## src/rtl/cpu_pkg.sv

```systemverilog
// Shared CPU widths, dump FSM states and the dump beat layout.
// Imported by the dump reader, its output buffer and its stream interface.
package cpu_pkg;
   localparam int REG_ADDR_W = 5;
   localparam int WORD_W     = 32;
   localparam int NUM_REGS   = 32;

   typedef logic [REG_ADDR_W-1:0] reg_idx_t;
   typedef logic [WORD_W-1:0]     word_t;

   typedef enum logic [1:0] {
      IDLE   = 2'd0,
      FETCH  = 2'd1,
      STREAM = 2'd2,
      DONE   = 2'd3
   } dump_state_e;

   typedef struct packed {
      word_t    data;
      reg_idx_t index;
      logic     last;
   } dump_beat_t;
endpackage

```

## src/rtl/regfile_dump_reader_if.sv

```systemverilog
// Dump output stream: valid/ready handshake carrying data, register index and last flag.
// master drives the beat, slave returns ready.
interface regfile_dump_reader_if;
   import cpu_pkg::*;

   logic     out_valid;
   logic     out_ready;
   word_t    out_data;
   reg_idx_t out_index;
   logic     out_last;

   modport master (
      output out_valid,
      output out_data,
      output out_index,
      output out_last,
      input  out_ready
   );

   modport slave (
      input  out_valid,
      input  out_data,
      input  out_index,
      input  out_last,
      output out_ready
   );
endinterface

```

## src/rtl/regfile_dump_reader_out_buf.sv

```systemverilog
// One-entry output holding register; a load is taken when empty or when the held beat transfers.
// Zero added latency beyond the register; the held beat stays stable while ready is low.
module regdump_out_buf
   import cpu_pkg::*;
(
   input  logic       clk_i,
   input  logic       reset_i,
   input  logic       load_vld_i,
   input  dump_beat_t load_dat_i,
   input  logic       out_ready_i,
   output logic       out_valid_o,
   output dump_beat_t out_dat_o
);

   logic       valid_q, valid_d;
   dump_beat_t beat_q, beat_d;

   always_comb begin
      valid_d = valid_q;
      beat_d  = beat_q;
      if (load_vld_i && (!valid_q || out_ready_i)) begin
         valid_d = 1'b1;
         beat_d  = load_dat_i;
      end else if (valid_q && out_ready_i) begin
         valid_d = 1'b0;
      end
   end

   always_ff @(posedge clk_i) begin
      if (reset_i) begin
         valid_q <= 1'b0;
         beat_q  <= '0;
      end else begin
         valid_q <= valid_d;
         beat_q  <= beat_d;
      end
   end

   assign out_valid_o = valid_q;
   assign out_dat_o   = beat_q;

endmodule

```

## src/rtl/regfile_dump_reader.sv

```systemverilog
// Walks FIRST_REG..LAST_REG on start and streams each read word; first beat valid one edge after FETCH, then 1 word/cycle.
// Stalls hold the beat and rf_addr; REGDUMP_CHECKSUM_EN appends an XOR checksum beat (index 0) as the last beat.
module regfile_dump_reader
   import cpu_pkg::*;
#(
   parameter int FIRST_REG = 0,
   parameter int LAST_REG  = 31
) (
   input  logic                  clk_i,
   input  logic                  reset_i,
   input  logic                  start_i,
   output reg_idx_t              rf_addr_o,
   input  word_t                 rf_data_i,
   regfile_dump_reader_if.master out_if,
   output logic                  busy_o,
   output logic                  done_o
);

   localparam reg_idx_t FIRST_IDX = reg_idx_t'(FIRST_REG);
   localparam reg_idx_t LAST_IDX  = reg_idx_t'(LAST_REG);

   dump_state_e state_q, state_d;
   reg_idx_t    idx_q, idx_d;
   logic        load_vld;
   logic        capture;
   dump_beat_t  load_beat;
   logic        buf_valid;
   dump_beat_t  buf_beat;
   logic        hs;
   logic        at_last;

`ifdef REGDUMP_CHECKSUM_EN
   word_t csum_q, csum_d;
   logic  rf_done_q, rf_done_d;
`endif

   assign hs      = buf_valid && out_if.out_ready;
   assign at_last = (idx_q == LAST_IDX);

   always_comb begin
      state_d         = state_q;
      idx_d           = idx_q;
      load_vld        = 1'b0;
      capture         = 1'b0;
      load_beat.data  = rf_data_i;
      load_beat.index = idx_q;
`ifdef REGDUMP_CHECKSUM_EN
      load_beat.last  = 1'b0;
      csum_d          = csum_q;
      rf_done_d       = rf_done_q;
`else
      load_beat.last  = at_last;
`endif
      case (state_q)
         IDLE: begin
            if (start_i) begin
               state_d = FETCH;
               idx_d   = FIRST_IDX;
`ifdef REGDUMP_CHECKSUM_EN
               csum_d    = '0;
               rf_done_d = 1'b0;
`endif
            end
         end
         FETCH: begin
            capture = 1'b1;
            state_d = STREAM;
         end
         STREAM: begin
            if (hs) begin
               if (buf_beat.last) begin
                  state_d = DONE;
`ifdef REGDUMP_CHECKSUM_EN
               end else if (rf_done_q) begin
                  load_vld        = 1'b1;
                  load_beat.data  = csum_q;
                  load_beat.index = '0;
                  load_beat.last  = 1'b1;
`endif
               end else begin
                  capture = 1'b1;
               end
            end
         end
         DONE: begin
            state_d = IDLE;
            idx_d   = FIRST_IDX;
         end
         default: state_d = IDLE;
      endcase
      // Index saturates at LAST_REG: no wrap past the final register.
      if (capture) begin
         load_vld = 1'b1;
         if (!at_last) begin
            idx_d = idx_q + reg_idx_t'(1);
         end
`ifdef REGDUMP_CHECKSUM_EN
         csum_d    = csum_q ^ rf_data_i;
         rf_done_d = at_last;
`endif
      end
   end

   always_ff @(posedge clk_i) begin
      if (reset_i) begin
         state_q <= IDLE;
         idx_q   <= FIRST_IDX;
      end else begin
         state_q <= state_d;
         idx_q   <= idx_d;
      end
   end

`ifdef REGDUMP_CHECKSUM_EN
   always_ff @(posedge clk_i) begin
      if (reset_i) begin
         csum_q    <= '0;
         rf_done_q <= 1'b0;
      end else begin
         csum_q    <= csum_d;
         rf_done_q <= rf_done_d;
      end
   end
`endif

   regdump_out_buf u_out_buf (
      .clk_i       (clk_i),
      .reset_i     (reset_i),
      .load_vld_i  (load_vld),
      .load_dat_i  (load_beat),
      .out_ready_i (out_if.out_ready),
      .out_valid_o (buf_valid),
      .out_dat_o   (buf_beat)
   );

   assign out_if.out_valid = buf_valid;
   assign out_if.out_data  = buf_beat.data;
   assign out_if.out_index = buf_beat.index;
   assign out_if.out_last  = buf_beat.last;

   assign rf_addr_o = idx_q;
   assign busy_o    = (state_q != IDLE);
   assign done_o    = (state_q == DONE);

endmodule
```

## src/flat_wrapper.sv

```systemverilog
// flat-port wrapper written by rule: the top's interface ports become plain ports
module regfile_dump_reader_flat import cpu_pkg::*;
#(
   parameter int FIRST_REG = 0,
   parameter int LAST_REG  = 31
)
  (clk_i, reset_i, start_i, rf_addr_o, rf_data_i, busy_o, done_o, out_if_out_valid, out_if_out_data, out_if_out_index, out_if_out_last, out_if_out_ready);
  regfile_dump_reader_if out_if_i ();
  input  logic clk_i;
  input  logic reset_i;
  input  logic start_i;
  output reg_idx_t rf_addr_o;
  input  word_t rf_data_i;
  output logic busy_o;
  output logic done_o;
  output wire logic [$bits(out_if_i.out_valid)-1:0] out_if_out_valid;
  output wire logic [$bits(out_if_i.out_data)-1:0] out_if_out_data;
  output wire logic [$bits(out_if_i.out_index)-1:0] out_if_out_index;
  output wire logic [$bits(out_if_i.out_last)-1:0] out_if_out_last;
  input wire logic [$bits(out_if_i.out_ready)-1:0] out_if_out_ready;
  assign out_if_out_valid = out_if_i.out_valid;
  assign out_if_out_data = out_if_i.out_data;
  assign out_if_out_index = out_if_i.out_index;
  assign out_if_out_last = out_if_i.out_last;
  assign out_if_i.out_ready = out_if_out_ready;
  regfile_dump_reader #(.FIRST_REG(FIRST_REG), .LAST_REG(LAST_REG)) u_core (.clk_i(clk_i), .reset_i(reset_i), .start_i(start_i), .rf_addr_o(rf_addr_o), .rf_data_i(rf_data_i), .out_if(out_if_i), .busy_o(busy_o), .done_o(done_o));
endmodule
```

## config.mk

```make
export PLATFORM = sky130hd
export DESIGN_NAME = regfile_dump_reader_flat
export DESIGN_NICKNAME = d
export VERILOG_FILES = /design/src/rtl/cpu_pkg.sv /design/src/rtl/regfile_dump_reader_if.sv /design/src/rtl/regfile_dump_reader_out_buf.sv /design/src/rtl/regfile_dump_reader.sv /design/src/flat_wrapper.sv
export SDC_FILE = /design/constraint.sdc
export NUM_CORES = 1
export LEC_CHECK = 0
export CORE_MARGIN = 5
export CORE_UTILIZATION = 30
export DETAILED_ROUTE_END_ITERATION = 12
export GPL_ROUTABILITY_DRIVEN = 0
export PLACE_DENSITY_LB_ADDON = 0.08
export SYNTH_ARGS = -nofsm -noshare
export SYNTH_HDL_FRONTEND = slang
export SYNTH_SLANG_ARGS = --single-unit
```

## constraint.sdc

```tcl
create_clock -name clk_i -period 3.2 [get_ports clk_i]
set_clock_uncertainty 0.15 [all_clocks]
set_input_delay 0.64 -clock clk_i [delete_from_list [all_inputs] [get_ports clk_i]]
set_output_delay 0.64 -clock clk_i [all_outputs]
set_load 0.005 [all_outputs]
```

## After elaboration in Yosys (flattened, before gate mapping)

Index checks and enable logic that the tools add are counted.

| storage, ports and cells | value |
|---|---|
| input bits | 36 |
| output and inout bits | 46 |
| register bits after elaboration | 46 |

| operators by class | value |
|---|---|
| add/subtract/negate cells | 1 |
| muxes and demuxes | 14 |
| reduce and logical (&&, ||, !) cells | 8 |
| eq/ne operators | 7 |

Operator list:

| kind | count |
|---|---|
| two-way mux 5 bit | 3 |
| one-hot mux 5 bit (2 select lines) | 1 |
| one-hot mux 2 bit (4 select lines) | 1 |
| two-way mux 2 bit | 3 |
| adder 5 x 1 -> 5 bit, second input constant | 1 |
| == test 5 bit, second input constant | 1 |
| two-way mux 1 bit | 5 |
| == test 2 bit, second input constant | 2 |
| inequality test 2 bit, second input constant | 2 |
| nonzero test 2 bit | 2 |
| AND reduction 3 bit | 1 |
| == test 2 x 1 -> 1 bit, second input constant | 1 |
| logical AND 1 bit | 2 |
| logical NOT 2 bit | 1 |
| inequality test 2 x 1 -> 1 bit, second input constant | 1 |
| one-hot mux 1 bit (2 select lines) | 1 |
| logical NOT 1 bit | 1 |
| logical OR 1 bit | 1 |

## Logic depth before layout (Yosys ltp)

Gate-level depths: netlist (run 1).

| logic depth | value |
|---|---|
| word-level depth | 6 |
| depth in mapped cells | 8 |

## By module

Synthesis (run 1) repeated with hierarchy kept, for this count alone.

| second synthesis, totals | value |
|---|---|
| cell total of the unflattened synthesis | 217 |
| area total of the unflattened synthesis | 2183.3 um^2 |

Modules (own cells, without submodules):

| module | cells each | times used | area an instance (um^2) |
|---|---|---|---|
| regdump_out_buf | 169 | 1 | 1750.4 |
| regfile_dump_reader | 48 | 1 | 432.9 |

## Worst setup path before layout (run 1)

No wires, ideal clock.

| timing | value |
|---|---|
| path type | register -> register |
| from | register u_core.idx_q[0], in the netlist u_core.rf_addr_o[0] |
| to | register u_core.idx_q[3], in the netlist u_core.rf_addr_o[3] |
| setup time | 0.070 ns |
| cell stages (with the launch flop) | 8 |
| data arrival time | 1.658 ns |
| path buffers | 0 |
| setup slack | 1.322 ns |
| clock period less this slack | 1.878 ns |
| cells stage by stage | dfxtp_1 ha_1 and3_1 ha_1 and2b_1 o21ai_2 or3_1 a21boi_1 |

| between the ends | value |
|---|---|
| cells in the longest elaborated chain, start to end | 3 |

Ends and longest elaborated chain:

| element | line | source |
|---|---|---|
| from (decl) | regfile_dump_reader.sv:23 | `reg_idx_t idx_q, idx_d;` |
| from (signal assigned) | regfile_dump_reader.sv:110 | `idx_q <= idx_d;` |
| == test 5 bit | regfile_dump_reader.sv:38 | `assign at_last = (idx_q == LAST_IDX);` |
| named net u_core.at_last | regfile_dump_reader.sv:30 | `logic at_last;` |
| two-way mux 5 bit | regfile_dump_reader.sv:94 | `if (!at_last) begin` |
| two-way mux 5 bit | regfile_dump_reader.sv:92 | `if (capture) begin` |

The timed path passes the listed nets, and every way through them passes these cells.
A chain may end at the register's enable or synchronous reset.

## Final worst setup path (run 1)

| timing | value |
|---|---|
| from | register u_core.state_q[0] |
| to | output port busy_o |

| between the ends | value |
|---|---|
| cells in the longest elaborated chain, start to end | 1 |

Ends and longest elaborated chain:

| element | line | source |
|---|---|---|
| from (decl) | regfile_dump_reader.sv:22 | `dump_state_e state_q, state_d;` |
| from (signal assigned) | regfile_dump_reader.sv:109 | `state_q <= state_d;` |
| nonzero test 2 bit | regfile_dump_reader.sv:142 | `assign busy_o = (state_q != IDLE);` |
| to (decl) | flat_wrapper.sv:14 | `output logic busy_o;` |

No other way between the ends.

==> results of run 1 <==
tightest hold or removal path: cells and delay by family (launching register included):
kind,cells,cell delay [ps]
flops,1,310
simple gates,1,50
compound gates,1,50
metal layers:
metal | up-vias | global-route usage (%)
met5 | - | 0
met2 | 51 | 19.1
met1 | 736 | 17.2
met4 | 0 | 3.35
met3 | 0 | 3.76
li1 | 866 | -
layout make-up:
type,instances,share of cell area (%)
Clock buffer,7,2.79
Timing Repair Buffer,84,30.3
Multi-Input combinational cell,154,29.2
Sequential cell,46,33.7
Inverter,5,0.686
Tap cell,75,3.43
how the worst max path moves through the flow:
stage / from / to / slack [ps] / cells after the start
global route: u_core.state_q[0] / u_core.u_out_buf.out_dat_o[19] / 730 / 6
CTS: u_core.state_q[0] / busy_o / 870 / 4
finish: u_core.state_q[0] / busy_o / 900 / 4
floorplan: u_core.rf_addr_o[0] / u_core.rf_addr_o[3] / 1320 / 7
detailed placement: out_if_out_ready / u_core.u_out_buf.out_dat_o[1] / 870 / 5
global placement: out_if_out_ready / u_core.u_out_buf.out_dat_o[21] / 900 / 5
sequential cells by signal (all words and copies together) (netlist names):
signal	cells
u_core.u_out_buf.out_valid_o	1
u_core.u_out_buf.out_dat_o	38
u_core.state_q	2
u_core.rf_addr_o	5
cells by family after synthesis:
| kind of cell | after synthesis |
|---|---|
| muxes | 3 |
| adders and majority gates | 7 |
| DFF | 46 |
| AOI/OAI and AO/OA | 52 |
| buffers and inverters | 18 |
| and+or+nand+nor | 92 |
where the power goes:
part | total (mW) | switching [mW] | internal (mW)
clock network | 0.321 | 0.171 | 0.150
registers | 0.719 | 0.0554 | 0.664
logic | 0.629 | 0.314 | 0.315
total | 1.67 | 0.540 | 1.13
through the flow:
step	hold slack (ps)	instance area, µm²	utilization [%]	total power [mW]	cells
finish	306	2740	46.5	1.67	371
floorplan	303	1810	-	1.09	218
CTS	309	2740	46.5	1.71	371
detailed placement	297	2660	45.2	1.38	364
global placement	293	2660	45.2	1.37	364
global route	317	2740	46.5	1.81	371
cell usage after synthesis:
library cell / count / area share (%)
o41ai_1: 1 / 0.48
ha_1: 7 / 4.8
buf_4: 3 / 1.2
o21ai_2: 1 / 0.48
buf_6: 3 / 1.9
or2b_1: 1 / 0.41
nor3_1: 1 / 0.28
inv_1: 5 / 1.0
o21ai_0: 2 / 0.55
and3b_1: 1 / 0.48
o211ai_1: 1 / 0.41
mux2i_1: 3 / 1.7
and3_1: 1 / 0.35
nor2_1: 5 / 1.0
nand3_1: 3 / 0.83
o31ai_1: 1 / 0.41
nand2_1: 76 / 16
dfxtp_1: 46 / 51
a21oi_1: 40 / 11
or3_1: 1 / 0.35
nand2b_1: 1 / 0.35
clkbuf_1: 5 / 1.0
a21boi_0: 3 / 1.2
a21boi_1: 1 / 0.41
buf_2: 2 / 0.55
and2b_1: 1 / 0.41
and4b_1: 1 / 0.55
o211a_1: 1 / 0.55
o211ai_2: 1 / 0.69
==> run metrics, run 1 <==
Simple-Gate Fraction of Synth Area=a little over 20%; FF-to-FF Start=u_core.state_q[0]; PnR worst setup slack=between 900 and 1000 ps; drt initial violations=a little under 50; Setup violations, final=0; cell row count=28; Root Buffer=clkbuf_8; max-slew violations=0; die width=between 80 and 90 µm; per-cell routed wire length=12.7 µm; global route overflow=0; xor/xnor share of the synthesized area=0%; Rel. slew slack=about a third; Leak=0.981 nW; CTS resizes=0; Post-Route WL=4710 µm; # Post-CTS Setup Buffers=0; type of the worst setup path=register to output port; Synth Cell Area=about 0.0018 mm²; Initial Util=a little under a third; clk sinks=46; largest net degree at the start of global routing=39; most common cell after layout, fill and taps aside=clkdlybuf4s50_1; I/O Buffers=roughly 80; delay-heaviest family, CP=buffers and inverters; Hold Path End=u_core.u_out_buf.out_dat_o[12]; mux contribution to synthesized area=around 1.7%; crit path cell chain=inv_1, ha_1, inv_1, clkdlybuf4s50_1; met3 WL post-DR=329 µm; # IOs=between 80 and 90; Setup Total Neg Slack=0 ps; Worst Tran Pin Value=approximately 1000 ps; Num CTS Buffers=5; largest family of logic cells by synthesized area=simple AND/OR/NAND/NOR gates; Met2 Routed Length=between 2000 and 2500 µm; WP data required=2410 ps; Mean Syn Cell Area=~8.3 µm²; Clk Latency, worst-skew pair=~280 ps; Max Used Layer=met3; Via density=4.46; CP dominant cell by count=inv_1; Tot GR Track Use=around 12%; Pre-antenna DRT Iters=4; Peak Freq=roughly 440 MHz; share of cells above drive strength 1=under 10%; placed wire-length estimate=around 3300 µm; post-synthesis sequential area ratio=between 50 and 60%; Hold Path Origin=u_core.u_out_buf.out_dat_o[12]; global-route wire length before repair=between 7000 and 8000 µm; minimum clock period after layout=2300 ps; worst hold stages=2; pre-CTS setup slack=872 ps; vias in the first global route=1641; Clock transition at path regs=roughly 80 ps; synthesis-stage register bit count=46; CTS tree=built; Bufs and invs on worst path=3; Netlist cell types=29; Layout area overhead=50.8%; final hold vios=0; vias=roughly 1700; Die Y=between 80 and 90 µm; most frequent cells in the layout=80 x clkdlybuf4s50_1, 76 x nand2_1, 46 x dfxtp_1; Worst setup SP type=register; maximum clock insertion buffer count=2; largest fanout on the critical path=4; adder-cell share of the synthesized area=slightly below 5%; Post-Synthesis Cells=~220; Seq. cell area=around 900 µm²; status=finished clean; number of antenna violations at the first check in global routing=0; count of warnings emitted by yosys=0; period utilization=a little under three quarters; RSZ-0062 raised after global routing=false; Max VDD drop=~280 µV; critical path arrival=1510 ps; core area=0.00589 mm²; Pwr Density=approximately 610 mW/mm²; final antenna diode count=0; R2R depth=6; Final ANT Viol Nets=0; H-Tree Depth=2; Layout fillers=a little under 600; Synth Area in Compound Gates=~16%; Post-Syn Nets=261; max incr delay on CP=490 ps; reg2reg setup slack=960 ps; nets@finish=around 340; maxcap violations=0; FF-to-FF End=u_core.u_out_buf.out_dat_o[28]; worst min path class=register to register; die area=just under 0.008 mm²; Hold Buf Count CTS=0; area occupied by multi-input gates=roughly 800 µm²; Critical-path top delay cell=clkdlybuf4s50_1; Worst Setup End Kind=output port; DRC viols=0; WL met1=2330 µm
Power figures use the tool's default switching activity.
==> inputs of run 2 (changes only) <==
Clock period 3.2 ns to 2.4 ns, I/O delays scaled along.
==> run 2 against run 1 <==
Effect of this change: hold slack got worse by 1.8 ps; sequential cell count unchanged; design area rose by 2.2%; register-to-register slack worse by 510 ps; clock power grew 69%; worst setup slack worse by 660 ps.
==> run metrics, run 2 (synthesis results as in run 1) <==
most frequent cells in the layout=80 x clkdlybuf4s50_1, 76 x nand2_1, 46 x dfxtp_1 (unchanged); Num CTS Buffers=5 (unchanged); number of antenna violations at the first check in global routing=0 (unchanged); Leak=1.02 nW (was 0.981 nW); H-Tree Depth=2 (unchanged); Worst Tran Pin Value=466 ps (was 978 ps); final hold vios=0 (unchanged); non-filler instance count after layout=374 (was 371); largest fanout on the critical path=4 (unchanged); Die Y=87.8 µm (unchanged); cell row count=28 (unchanged); Root Buffer=clkbuf_8 (unchanged); reg2reg setup slack=450 ps (was 960 ps); crit path cell chain=inv_1, ha_1, inv_1, clkdlybuf4s50_1 (unchanged); # Post-CTS Setup Buffers=0 (unchanged); clk sinks=46 (unchanged); largest net degree at the start of global routing=39 (unchanged); fin area=0.00280 mm² (was 0.00274 mm²); Worst Setup End Kind=output port (unchanged); WP data required=1770 ps (was 2410 ps); DRC viols=0 (unchanged); I/O Buffers=81 (unchanged); max incr delay on CP=490 ps (about the same); # IOs=82 (unchanged); type of the worst setup path=register to output port (unchanged); pre-CTS setup slack=332 ps (was 872 ps); critical path arrival=1520 ps (was 1510 ps); CTS tree=built (unchanged); Peak Freq=between 400 and 500 MHz; Initial Util=30.8% (unchanged); maximum clock insertion buffer count=2 (unchanged); Via density=4.47 (was 4.46); worst min path class=register to register (unchanged); status=finished clean (unchanged); die area=0.00770 mm² (unchanged); Post-Route WL=4720 µm (was 4710 µm); Hold Buf Count CTS=0 (unchanged); hold slack=304 ps (was 306 ps); final antenna diode count=0 (unchanged); maxcap violations=0 (unchanged); period utilization=89.8%; Pwr Total=2.37 mW (was 1.67 mW); global-route wire length before repair=7580 µm (was 7670 µm); Clock transition at path regs=80 ps (about the same); core area=0.00589 mm² (unchanged); die width=87.8 µm (unchanged); drt initial violations=28 (was 49); area post-placement=0.00269 mm² (was 0.00266 mm²); CTS resizes=0 (unchanged); Hold Path Origin=u_core.u_out_buf.out_dat_o[9] (was u_core.u_out_buf.out_dat_o[12]); PnR worst setup slack=246 ps (was 902 ps); Critical-path top delay cell=clkdlybuf4s50_1 (unchanged); Setup Total Neg Slack=0 ps (unchanged); Pwr Density=848 mW/mm² (was 610 mW/mm²); Seq. cell area=921 µm² (unchanged); Layout area overhead=54.2% (was 50.8%); Clk Latency, worst-skew pair=290 ps (was 280 ps); delay-heaviest family, CP=buffers and inverters (unchanged); Worst Setup SP=u_core.state_q[0] (unchanged); area occupied by multi-input gates=798 µm² (unchanged); Placed Cells=366 (was 364); Setup violations, final=0 (unchanged); vias=1673 (was 1653); Worst setup SP type=register (unchanged); global route overflow=0 (unchanged); vias in the first global route=1585 (was 1641); CP dominant cell by count=inv_1 (unchanged); per-cell routed wire length=12.6 µm (was 12.7 µm); max-slew violations=0 (unchanged); placed wire-length estimate=3280 µm (was 3340 µm); most common cell after layout, fill and taps aside=clkdlybuf4s50_1 (unchanged); utilization after layout=47.5% (was 46.5%); Tot GR Track Use=12.6% (was 12.5%); Largest register FFs=38 (unchanged); RSZ-0062 raised after global routing=false (unchanged); Final ANT Viol Nets=0 (unchanged); Pre-antenna DRT Iters=4 (unchanged); share of cells above drive strength 1=5.35% (was 3.72%); Bufs and invs on worst path=3 (unchanged); Rel. slew slack=68.9% (was 34.5%); Max VDD drop=394 µV (was 282 µV); FF-to-FF Start=u_core.rf_addr_o[1] (was u_core.state_q[0]); minimum clock period after layout=between 2000 and 2500 ps; nets@finish=341 (was 339); Layout fillers=614 (was 590)
-- run 2: where the power goes --
part           internal, mW  switching (mW)
clock network         0.291           0.251
logic                 0.447           0.431
registers             0.885          0.0665
-- run 2: cell type report --
cell class	count	area share (%)
Tap cell	75	3.35
Sequential cell	46	32.9
Multi-Input combinational cell	154	28.5
Inverter	5	0.671
Timing Repair Buffer	86	30.6
Clock buffer	8	3.94
-- run 2: final timing paths --
path | endpoint | depth (start not counted)
setup / recovery | busy_o | 4
hold / removal | u_core.u_out_buf.out_dat_o[9] | 2
setup reg to reg | u_core.rf_addr_o[3] | 7
hold reg to reg | u_core.u_out_buf.out_dat_o[9] | 2
-- run 2: layer usage --
metal / wire [µm] / part of all wire [%] / global-route usage, % / vias up
li1: - / - / - / 874
met1: 2200 / 47 / 16.8 / 746
met2: 2100 / 45 / 19.7 / 50
met3: 385 / 8.2 / 3.39 / 3
met4: 26 / 0.55 / 4.18 / 0
met5: 0 / 0 / 0 / -
-- run 2: worst min-delay path, delay by kind of cell (launching register included) --
| kind | cells | cell delay (ps) |
|---|---|---|
| flops | 1 | 310 |
| compound gates | 1 | 50 |
| simple gates | 1 | 50 |
==> inputs of run 3 (changes only) <==
Settings changed: CTS_BUF_LIST set to sky130_fd_sc_hd__clkbuf_8.
==> results of run 3 <==
Same layout as run 2: the final DEF is identical, and so are final timing and power.
